--- config.mk ---
export PLATFORM = sky130hd
export DESIGN_NAME = rgb_fade_sequencer
export DESIGN_NICKNAME = d
export VERILOG_FILES = /design/src/rtl/fade_pkg.sv /design/src/rtl/pwm_gen.sv /design/src/rtl/rgb_fade_sequencer.sv
export SDC_FILE = /design/constraint.sdc
export NUM_CORES = 1
export LEC_CHECK = 0
export ABC_CLOCK_PERIOD_IN_PS = 7000
export CORE_ASPECT_RATIO = 0.7
export CORE_UTILIZATION = 40
export DETAILED_ROUTE_END_ITERATION = 8
export GPL_TIMING_DRIVEN = 0
export PLACE_DENSITY = 0.62
export SLEW_MARGIN = 20
export SYNTH_ARGS = -nofsm -noshare
export SYNTH_HDL_FRONTEND = slang
export SYNTH_SLANG_ARGS = --single-unit
export TNS_END_PERCENT = 5
--- constraint.sdc ---
create_clock -name clk_i -period 7 [get_ports clk_i]
set_input_delay 1.4 -clock clk_i [delete_from_list [all_inputs] [get_ports clk_i]]
set_output_delay 1.4 -clock clk_i [all_outputs]
set_load 0.02 [all_outputs]
--- src/rtl/fade_pkg.sv ---
// Shared types for the RGB fade sequencer: hue phases, channel selects and
// the phase -> (channel, direction) lookup.
package fade_pkg;

    typedef enum logic [2:0] {
        PH_G_UP = 3'd0,
        PH_R_DN = 3'd1,
        PH_B_UP = 3'd2,
        PH_G_DN = 3'd3,
        PH_R_UP = 3'd4,
        PH_B_DN = 3'd5
    } phase_e;

    typedef enum logic [1:0] {
        CH_R = 2'd0,
        CH_G = 2'd1,
        CH_B = 2'd2
    } chan_e;

    typedef struct packed {
        chan_e ch;
        logic  up;
    } phase_act_t;

    function automatic phase_act_t phase_action(input phase_e ph);
        phase_act_t a;
        a = '{ch: CH_G, up: 1'b1};
        unique case (ph)
            PH_G_UP: a = '{ch: CH_G, up: 1'b1};
            PH_R_DN: a = '{ch: CH_R, up: 1'b0};
            PH_B_UP: a = '{ch: CH_B, up: 1'b1};
            PH_G_DN: a = '{ch: CH_G, up: 1'b0};
            PH_R_UP: a = '{ch: CH_R, up: 1'b1};
            PH_B_DN: a = '{ch: CH_B, up: 1'b0};
            default: a = '{ch: CH_G, up: 1'b1};
        endcase
        return a;
    endfunction

    function automatic phase_e next_phase(input phase_e ph);
        phase_e n;
        unique case (ph)
            PH_G_UP: n = PH_R_DN;
            PH_R_DN: n = PH_B_UP;
            PH_B_UP: n = PH_G_DN;
            PH_G_DN: n = PH_R_UP;
            PH_R_UP: n = PH_B_DN;
            default: n = PH_G_UP;
        endcase
        return n;
    endfunction

endpackage

--- src/rtl/pwm_gen.sv ---
// Free-running PWM counter with three registered duty comparators.
module pwm_gen #(
    parameter int unsigned PWM_INTERVAL = 1000,
    parameter int unsigned DW           = 10
) (
    input  logic          clk_i,
    input  logic          rst_ni,
    input  logic [DW-1:0] duty_r_i,
    input  logic [DW-1:0] duty_g_i,
    input  logic [DW-1:0] duty_b_i,
    output logic          pwm_r_o,
    output logic          pwm_g_o,
    output logic          pwm_b_o
);

    localparam int unsigned CW = (PWM_INTERVAL > 1) ? $clog2(PWM_INTERVAL) : 1;
    localparam logic [CW-1:0] CNT_LAST = CW'(PWM_INTERVAL - 1);

    logic [CW-1:0] pwm_cnt_q, pwm_cnt_d;
    logic          pwm_r_q, pwm_r_d;
    logic          pwm_g_q, pwm_g_d;
    logic          pwm_b_q, pwm_b_d;

    // Compare at 32 bits so counter and duty widths need not match.
    always_comb begin
        pwm_cnt_d = (pwm_cnt_q == CNT_LAST) ? '0 : pwm_cnt_q + 1'b1;
        pwm_r_d   = 32'(pwm_cnt_q) < 32'(duty_r_i);
        pwm_g_d   = 32'(pwm_cnt_q) < 32'(duty_g_i);
        pwm_b_d   = 32'(pwm_cnt_q) < 32'(duty_b_i);
    end

    always_ff @(posedge clk_i or negedge rst_ni) begin
        if (!rst_ni) begin
            pwm_cnt_q <= '0;
            pwm_r_q   <= 1'b0;
            pwm_g_q   <= 1'b0;
            pwm_b_q   <= 1'b0;
        end else begin
            pwm_cnt_q <= pwm_cnt_d;
            pwm_r_q   <= pwm_r_d;
            pwm_g_q   <= pwm_g_d;
            pwm_b_q   <= pwm_b_d;
        end
    end

    assign pwm_r_o = pwm_r_q;
    assign pwm_g_o = pwm_g_q;
    assign pwm_b_o = pwm_b_q;

endmodule

--- src/rtl/rgb_fade_sequencer.sv ---
// Colour-wheel sequencer: steps one channel per phase through a six-phase hue
// cycle and drives the three LED pins through a shared PWM generator.
module rgb_fade_sequencer
    import fade_pkg::*;
#(
    parameter int unsigned PWM_INTERVAL    = 1000,
    parameter int unsigned STEP_INTERVAL   = 10000,
    parameter int unsigned STEPS_PER_PHASE = 200,
    parameter int unsigned STEP_VAL        = PWM_INTERVAL / STEPS_PER_PHASE,
    parameter int unsigned DUTY_MAX        = STEPS_PER_PHASE * STEP_VAL,
    parameter int unsigned DW              = $clog2(DUTY_MAX + 1)
) (
    input  logic          clk_i,
    input  logic          rst_ni,
    input  logic          enable_i,
    output logic [DW-1:0] duty_r_o,
    output logic [DW-1:0] duty_g_o,
    output logic [DW-1:0] duty_b_o,
    output logic [2:0]    phase_o,
    output logic          phase_done_o,
    output logic          pwm_r_o,
    output logic          pwm_g_o,
    output logic          pwm_b_o
);

    localparam int unsigned PW = (STEP_INTERVAL > 1) ? $clog2(STEP_INTERVAL) : 1;
    localparam int unsigned SW = (STEPS_PER_PHASE > 1) ? $clog2(STEPS_PER_PHASE) : 1;

    localparam logic [PW-1:0] PRE_LAST  = PW'(STEP_INTERVAL - 1);
    localparam logic [SW-1:0] STEP_LAST = SW'(STEPS_PER_PHASE - 1);
    localparam logic [DW-1:0] DMAX      = DW'(DUTY_MAX);
    localparam logic [DW-1:0] DSTEP     = DW'(STEP_VAL);
    localparam logic [DW-1:0] UP_LIM    = DW'(DUTY_MAX - STEP_VAL);

    logic [PW-1:0] prescaler_q, prescaler_d;
    logic [SW-1:0] step_cnt_q, step_cnt_d;
    phase_e        phase_q, phase_d;
    logic          phase_done_q, phase_done_d;
    logic [DW-1:0] duty_q [3];
    logic [DW-1:0] duty_d [3];

    logic          step_tick;
    logic          last_step;
    phase_act_t    act;
    logic [DW-1:0] act_duty;
    logic [DW-1:0] stepped;

    always_comb begin
        step_tick = enable_i && (prescaler_q == PRE_LAST);
        last_step = step_tick && (step_cnt_q == STEP_LAST);
        act       = phase_action(phase_q);
        act_duty  = duty_q[act.ch];

        if (act.up) begin
            stepped = (act_duty >= UP_LIM) ? DMAX : act_duty + DSTEP;
        end else begin
            stepped = (act_duty <= DSTEP) ? '0 : act_duty - DSTEP;
        end
        // Land exactly on the rail at the end of a phase regardless of rounding.
        if (last_step) begin
            stepped = act.up ? DMAX : '0;
        end

        prescaler_d = prescaler_q;
        if (enable_i) begin
            prescaler_d = step_tick ? '0 : prescaler_q + 1'b1;
        end

        step_cnt_d = step_cnt_q;
        duty_d     = duty_q;
        if (step_tick) begin
            step_cnt_d      = last_step ? '0 : step_cnt_q + 1'b1;
            duty_d[act.ch]  = stepped;
        end

        phase_d      = last_step ? next_phase(phase_q) : phase_q;
        phase_done_d = last_step;
    end

    always_ff @(posedge clk_i or negedge rst_ni) begin
        if (!rst_ni) begin
            prescaler_q  <= '0;
            step_cnt_q   <= '0;
            phase_q      <= PH_G_UP;
            phase_done_q <= 1'b0;
            duty_q[CH_R] <= DMAX;
            duty_q[CH_G] <= '0;
            duty_q[CH_B] <= '0;
        end else begin
            prescaler_q  <= prescaler_d;
            step_cnt_q   <= step_cnt_d;
            phase_q      <= phase_d;
            phase_done_q <= phase_done_d;
            duty_q       <= duty_d;
        end
    end

    assign duty_r_o     = duty_q[CH_R];
    assign duty_g_o     = duty_q[CH_G];
    assign duty_b_o     = duty_q[CH_B];
    assign phase_o      = phase_q;
    assign phase_done_o = phase_done_q;

    pwm_gen #(
        .PWM_INTERVAL (PWM_INTERVAL),
        .DW           (DW)
    ) u_pwm_gen (
        .clk_i    (clk_i),
        .rst_ni   (rst_ni),
        .duty_r_i (duty_q[CH_R]),
        .duty_g_i (duty_q[CH_G]),
        .duty_b_i (duty_q[CH_B]),
        .pwm_r_o  (pwm_r_o),
        .pwm_g_o  (pwm_g_o),
        .pwm_b_o  (pwm_b_o)
    );

endmodule
## After elaboration in Yosys (flattened, before gate mapping)

Index checks and enable logic that the tools add are counted.

| word-level totals | value |
|---|---|
| output and inout bits | 37 |
| logic and storage cells | 52 |
| input bits | 3 |
| bits in registers | 69 |

| operators by class | value |
|---|---|
| bitwise gates (word level) | 1 |
| order comparisons | 7 |
| eq/ne operators | 8 |
| multiplexer cells | 16 |
| reductions and logical operators | 4 |
| add/sub/neg operators | 5 |

Operators by type and width:

| kind | count |
|---|---|
| 10-bit 2-to-1 mux | 9 |
| 30-bit bitwise mux | 1 |
| 10-bit less-than comparator | 3 |
| 3-bit one-hot mux with 5 select lines | 2 |
| 10-bit binary-select mux with 2-bit select | 1 |
| 10-bit demux with 2-bit select | 1 |
| 14-bit by 1-bit adder with 14-bit output, second input constant | 1 |
| 14-bit equality test, second input constant | 1 |
| 14-bit 2-to-1 mux | 1 |
| 10-bit by 1-bit adder with 10-bit output, second input constant | 1 |
| 10-bit by 3-bit adder with 10-bit output, second input constant | 1 |
| 10-bit equality test, second input constant | 1 |
| 10-bit greater-or-equal comparator, second input constant | 1 |
| 10-bit by 3-bit <= comparator with 1-bit output, second input constant | 1 |
| 10-bit by 3-bit subtractor with 10-bit output, second input constant | 1 |
| 8-bit by 1-bit adder with 8-bit output, second input constant | 1 |
| 8-bit equality test, second input constant | 1 |
| 8-bit 2-to-1 mux | 1 |
| 3-bit by 2-bit equality test with 1-bit output, second input constant | 2 |
| 3-bit equality test, second input constant | 2 |
| 3-bit by 1-bit equality test with 1-bit output, second input constant | 1 |
| 3-bit greater-or-equal comparator, second input constant | 1 |
| 1-bit logical AND | 3 |
| 3-bit zero test | 1 |
| 2 further kinds | 2 |

## Longest topological paths before layout

| depth | value |
|---|---|
| depth after elaboration | 11 |
| depth in mapped cells | 13 |
| depth with buffers taken out | 11 |

## Hierarchy

A second synthesis with hierarchy kept.

| unflattened totals | value |
|---|---|
| cell total of the unflattened synthesis | 519 |
| area total of the unflattened synthesis | 4,830.9 sq um |

By module, submodules not included:

| module | cells an instance | seq. area each (sq um) | area each (sq um) | times used |
|---|---|---|---|---|
| rgb_fade_sequencer | 380 | 1,408.9 | 3,614.7 | 1 |
| pwm_gen | 139 | 325.3 | 1,216.2 | 1 |

## Worst setup path after synthesis

Ideal clock, no wire load.

| timing path | value |
|---|---|
| path type | input-to-reg |
| start point | input enable_i |
| end point | register duty_q, in the netlist duty_r_o[5] |
| path slack | 3.813 ns |
| path buffers | 1 |
| library setup time | 0.060 ns |
| required time | 6.940 ns |
| arrival | 3.126 ns |
| cell stages on the path | 8 |
| cell sequence | nand2_1 nor2_1 and4_1 clkbuf_1 nand2_1 o2111a_1 o32ai_1 mux2_2 |

| on the way | value |
|---|---|
| cells in the longest elaborated chain, start to end | 4 |

RTL lines:

| item | RTL line | text |
|---|---|---|
| start: declaration | rgb_fade_sequencer.sv:15 | `input logic enable_i,` |
| 1-bit logical AND * | rgb_fade_sequencer.sv:49 | `step_tick = enable_i && (prescaler_q == PRE_LAST);` |
| 1-bit logical AND | rgb_fade_sequencer.sv:50 | `last_step = step_tick && (step_cnt_q == STEP_LAST);` |
| 10-bit 2-to-1 mux | rgb_fade_sequencer.sv:60 | `if (last_step) begin` |
| 30-bit bitwise mux | rgb_fade_sequencer.sv:73 | `duty_d[act.ch] = stepped;` |
| end signal: assignment | rgb_fade_sequencer.sv:94 | `duty_q <= duty_d;` |
| end: declaration | rgb_fade_sequencer.sv:39 | `logic [DW-1:0] duty_q [3];` |

Mark *: on every way between the ends. The rest lies on a longest branch, timed or not.
A chain may end at the register's enable or synchronous reset.

## Worst setup path in the final report

| timing path | value |
|---|---|
| start point | input enable_i |
| end point | register duty_q, in the netlist duty_r_o[0] |

The elaborated chain is that of the path after synthesis.

==> flow_metrics.env <==
export IMPL_grt_max_degree=40
export IMPL_grt_pass1_vias=3661
export IMPL_syn_area_sq_um=4594
export IMPL_postCtsSetupBuffers=0
export IMPL_leakage_nw=2.409
export IMPL_crit_end="duty_r_o[0]"
export IMPL_fin_ws_ns=3.011
export IMPL_cts_root_to_sink_buffers=2
export IMPL_coreArea_sq_um=11090
export IMPL_crit_buf_inv=3
export IMPL_rr_worst_depth=12
export IMPL_cts_tree="built"
export IMPL_cp_required_ns=7.20
export IMPL_dr_first_iter_drc_count=321
export IMPL_synth_simple_area_share_pct=19.31
export IMPL_synth_compound_area_share_pct=16.94
export IMPL_yosys_warnings=0
export IMPL_die_area_sq_um=11930
export IMPL_cts_buffers=9
export IMPL_cts_sinks=69
export IMPL_finalCritPeriodShare_pct=56.98
export IMPL_via_count=3895
export IMPL_ys_ff_latch=69
export IMPL_min_period_ns=3.989
export IMPL_r2r_end="duty_g_o[1]"
export IMPL_grt_ovfl_total=0
export IMPL_seq_area_sq_um=1734
export IMPL_cts_root_buffer="clkbuf_16"
export IMPL_wl_per_cell_um=17.07
export IMPL_worstSetupStartpoint="enable_i"
export IMPL_fillers=1045
export IMPL_die_x_um=130.1
export IMPL_max_freq_mhz=250.7
export IMPL_cts_hold_buf=0
export IMPL_dr_pass1_iters=5
export IMPL_rows=32
export IMPL_synth_distinct_cells=63
export IMPL_dp_hpwl_mm=9.038
export IMPL_initial_utilization_pct=41.43
export IMPL_report_final_slew_viol_count=0
export IMPL_ios=40
export IMPL_cp_arrival_ns=4.19
export IMPL_r2r_start="phase_o[0]"
export IMPL_grt_usage_pct=21.53
export IMPL_syn_to_final_growth_pct=19.99
export IMPL_r2r_slack_ns=3.35
export IMPL_place_ws_ns=2.680
export IMPL_crit_type="in -> reg"
export IMPL_rsz0062_at_grt="no"
export IMPL_clkTransAtPathRegs_ns=0.05
export IMPL_relSlewSlack_pct=53.95
export IMPL_routed_wl_mm=11.97
export IMPL_multi_input_area_sq_um=2636
export IMPL_synth_area_per_cell_sq_um=9.338
export IMPL_tightest_slew_ns=0.6851
export IMPL_grt_first_pass_wirelength_mm=19.38
export IMPL_drv_cap=0
export IMPL_syn_nets=528
export IMPL_viasPerCell=5.556
export IMPL_synth_fa_ha_area_share_pct=8.987
export IMPL_tns_ns=0
export IMPL_end_kind="flop"
export IMPL_crit_family="simple AND/OR/NAND/NOR gates"
export IMPL_synth_edf_count=0
export IMPL_antenna_found_initial=0
export IMPL_yosysSeqAreaShare_pct=37.75
export IMPL_hold_ws_ns=0.4976
export IMPL_nNetsFinal=579
export IMPL_synthCells=492
export IMPL_synth_ff_type="dfrtp_1"
export IMPL_clock_latency_ns=0.33
export IMPL_clock_skew_ns=0.004069
export IMPL_remaining_drc_errors=0
export IMPL_antenna_left=0
export IMPL_holdCritPathClass="reg -> reg"
export IMPL_placed_cells=685
export IMPL_cp_max_fo=10
export IMPL_portBuffers=39
export IMPL_max_vdd_ir_drop_mv=0.09900
export IMPL_critPathLaunchType="input port"
export IMPL_hold_viol=0
export IMPL_stdcell_count=701
export IMPL_max_stage_delay_ns=0.57
export IMPL_synth_xor_area_share_pct=6.291
export IMPL_layout_drive_gt1_share_pct=10.58
export IMPL_synthArstFlopShare_pct=100.0
export IMPL_ctsResizeCount=0
export IMPL_gp_congestion=0.9538
export IMPL_synth_top_family_by_area="simple AND/OR/NAND/NOR gates"
export IMPL_slowest_stage="nand3_1"
export IMPL_status="finished clean"
export IMPL_crit_chain="clkdlybuf4s50_1 > nand2_1 > nor2_1 > and4_1 > clkbuf_1 > nand3_1 > clkbuf_1 > nand2_1 > o21ai_1"
export IMPL_finalCoreUtilization_pct=49.71
export IMPL_powerDensity_nw_per_um2=173.7
export IMPL_cp_depth=9
export IMPL_h_tree_depth=3
export IMPL_die_height_um=91.67
export IMPL_setup_violations=0
export IMPL_synth_mux_area_share_pct=5.719
export IMPL_antenna_cells=0
[metal layers]
metal  GRT usage (%)  wire length, um  vias up
met5               0                0        -
met4           7.267              230        0
met3           4.842              724       21
met2           28.59             4739      128
met1           33.46             6273     1877
li1                -                -     1869
[metrics by stage]
step | power, mW | cell area, sq um
6_report | 0.9578 | 5513
5_1_grt | 0.9948 | 5513
4_1_cts | 0.9698 | 5507
3_5_place_dp | 0.4909 | 5194
3_3_place_gp | 0.4869 | 5176
2_1_floorplan | 0.4705 | 4594
[cell type report]
| type | instances | share of cell area [%] |
|---|---|---|
| Clock inverter | 3 | 0.7717 |
| Inverter | 34 | 2.315 |
| Tap cell | 153 | 3.473 |
| Timing Repair Buffer | 40 | 7.399 |
| Clock buffer | 13 | 4.902 |
| Buffer | 18 | 1.861 |
| Sequential cell | 69 | 31.46 |
| Multi-Input combinational cell | 371 | 47.82 |
[cells in the final DEF (no fill, tap or decap), types with 5 or more instances in the layout]
cell,count
clkbuf_16,9
mux2_2,8
nand2b_1,5
o21ai_0,14
nand4_1,8
nand3_1,18
o211ai_1,8
and3_1,5
ha_1,33
nor2b_1,5
dfrtp_1,63
a21oi_1,14
dfstp_2,6
clkbuf_1,9
a21o_1,15
xnor2_1,21
clkdlybuf4s50_1,38
mux2i_1,15
nor3_1,16
xor2_1,12
inv_1,33
nand2_1,62
o21ai_1,21
nor2_1,28
[worst reg2reg max path: stages, from the launching register on]
cell and delay, ns:
dfrtp_1 0.47, nor2_1 0.26, clkbuf_1 0.49, o211ai_1 0.21, o221ai_1 0.22, inv_1 0.09
ha_1 0.22, a31o_1 0.23, nor3_1 0.41, nor4b_4 0.13, a211oi_2 0.40, o211ai_1 0.26
o21ai_1 0.18
[flip-flops by register name (all words and copies together) (netlist names)]
name / cells
phase_o: 3
prescaler_q: 14
duty_r_o: 10
phase_done_o: 1
u_pwm_gen.pwm_b_o: 1
step_cnt_q: 8
duty_b_o: 10
u_pwm_gen.pwm_cnt_q: 10
u_pwm_gen.pwm_r_o: 1
duty_g_o: 10
u_pwm_gen.pwm_g_o: 1
[cells in the mapped netlist (2+ instances only)]
cell type / n / area (sq um)
o21ai_1: 21 / 105.1
nand2b_1: 5 / 31.28
mux2_2: 8 / 90.09
xnor2_1: 21 / 183.9
buf_6: 3 / 33.78
o211ai_1: 8 / 60.06
mux2i_1: 15 / 150.1
xor2_1: 12 / 105.1
dfstp_2: 6 / 157.7
clkbuf_1: 8 / 30.03
o221ai_2: 2 / 30.03
o31ai_1: 2 / 15.01
nand4_1: 8 / 50.05
o211a_1: 4 / 40.04
nor3_1: 16 / 80.08
a221oi_1: 4 / 35.03
nand3_1: 18 / 90.09
nor4b_1: 2 / 17.52
o221a_2: 2 / 22.52
and3_1: 5 / 31.28
dfrtp_1: 63 / 1577
a21o_1: 15 / 112.6
nand3b_1: 4 / 30.03
nor3_2: 2 / 20.02
inv_1: 33 / 123.9
o21ai_0: 14 / 70.07
nand2_1: 62 / 232.7
nor2b_1: 5 / 31.28
ha_1: 33 / 412.9
nor4_1: 2 / 12.51
and2_1: 2 / 12.51
nor2_1: 28 / 105.1
o22ai_1: 2 / 12.51
a221o_1: 2 / 20.02
o221ai_1: 4 / 35.03
and4_1: 4 / 35.03
mux2_1: 2 / 22.52
nor4b_4: 2 / 47.55
a21oi_1: 14 / 70.07
a211oi_1: 2 / 15.01
buf_2: 4 / 20.02
buf_4: 2 / 15.01
[power breakdown]
group          internal [mW]  total, mW  switching, mW
logic                 0.0210     0.0451         0.0241
clock network          0.304      0.474          0.170
registers              0.418      0.438         0.0206
[how the worst min path moves through the flow]
| stage | start | end | slack (ns) | cells past startpoint |
|---|---|---|---|---|
| 3_5_place_dp | step_cnt_q[4] | step_cnt_q[4] | 0.49 | 1 |
| 4_1_cts | step_cnt_q[4] | step_cnt_q[4] | 0.50 | 1 |
| 3_3_place_gp | step_cnt_q[7] | step_cnt_q[7] | 0.48 | 1 |
| 6_report | duty_r_o[7] | duty_r_o[7] | 0.50 | 2 |
| 2_1_floorplan | step_cnt_q[7] | step_cnt_q[7] | 0.46 | 1 |
| 5_1_grt | duty_r_o[7] | duty_r_o[7] | 0.53 | 2 |
[logic make-up (layout without fill, tap and decap cells)]
| family | Yosys count | in the layout |
|---|---|---|
| adder cells (fa/ha/maj) | 33 | 33 |
| AND/OR/NAND/NOR | 172 | 172 |
| AO/OA/AOI/OAI | 108 | 108 |
| multiplexers | 25 | 25 |
| XOR/XNOR | 33 | 33 |
| flip-flops | 69 | 69 |
| buffers and inverters | 52 | 108 |
Note: power is estimated with default switching activity, not from simulation.
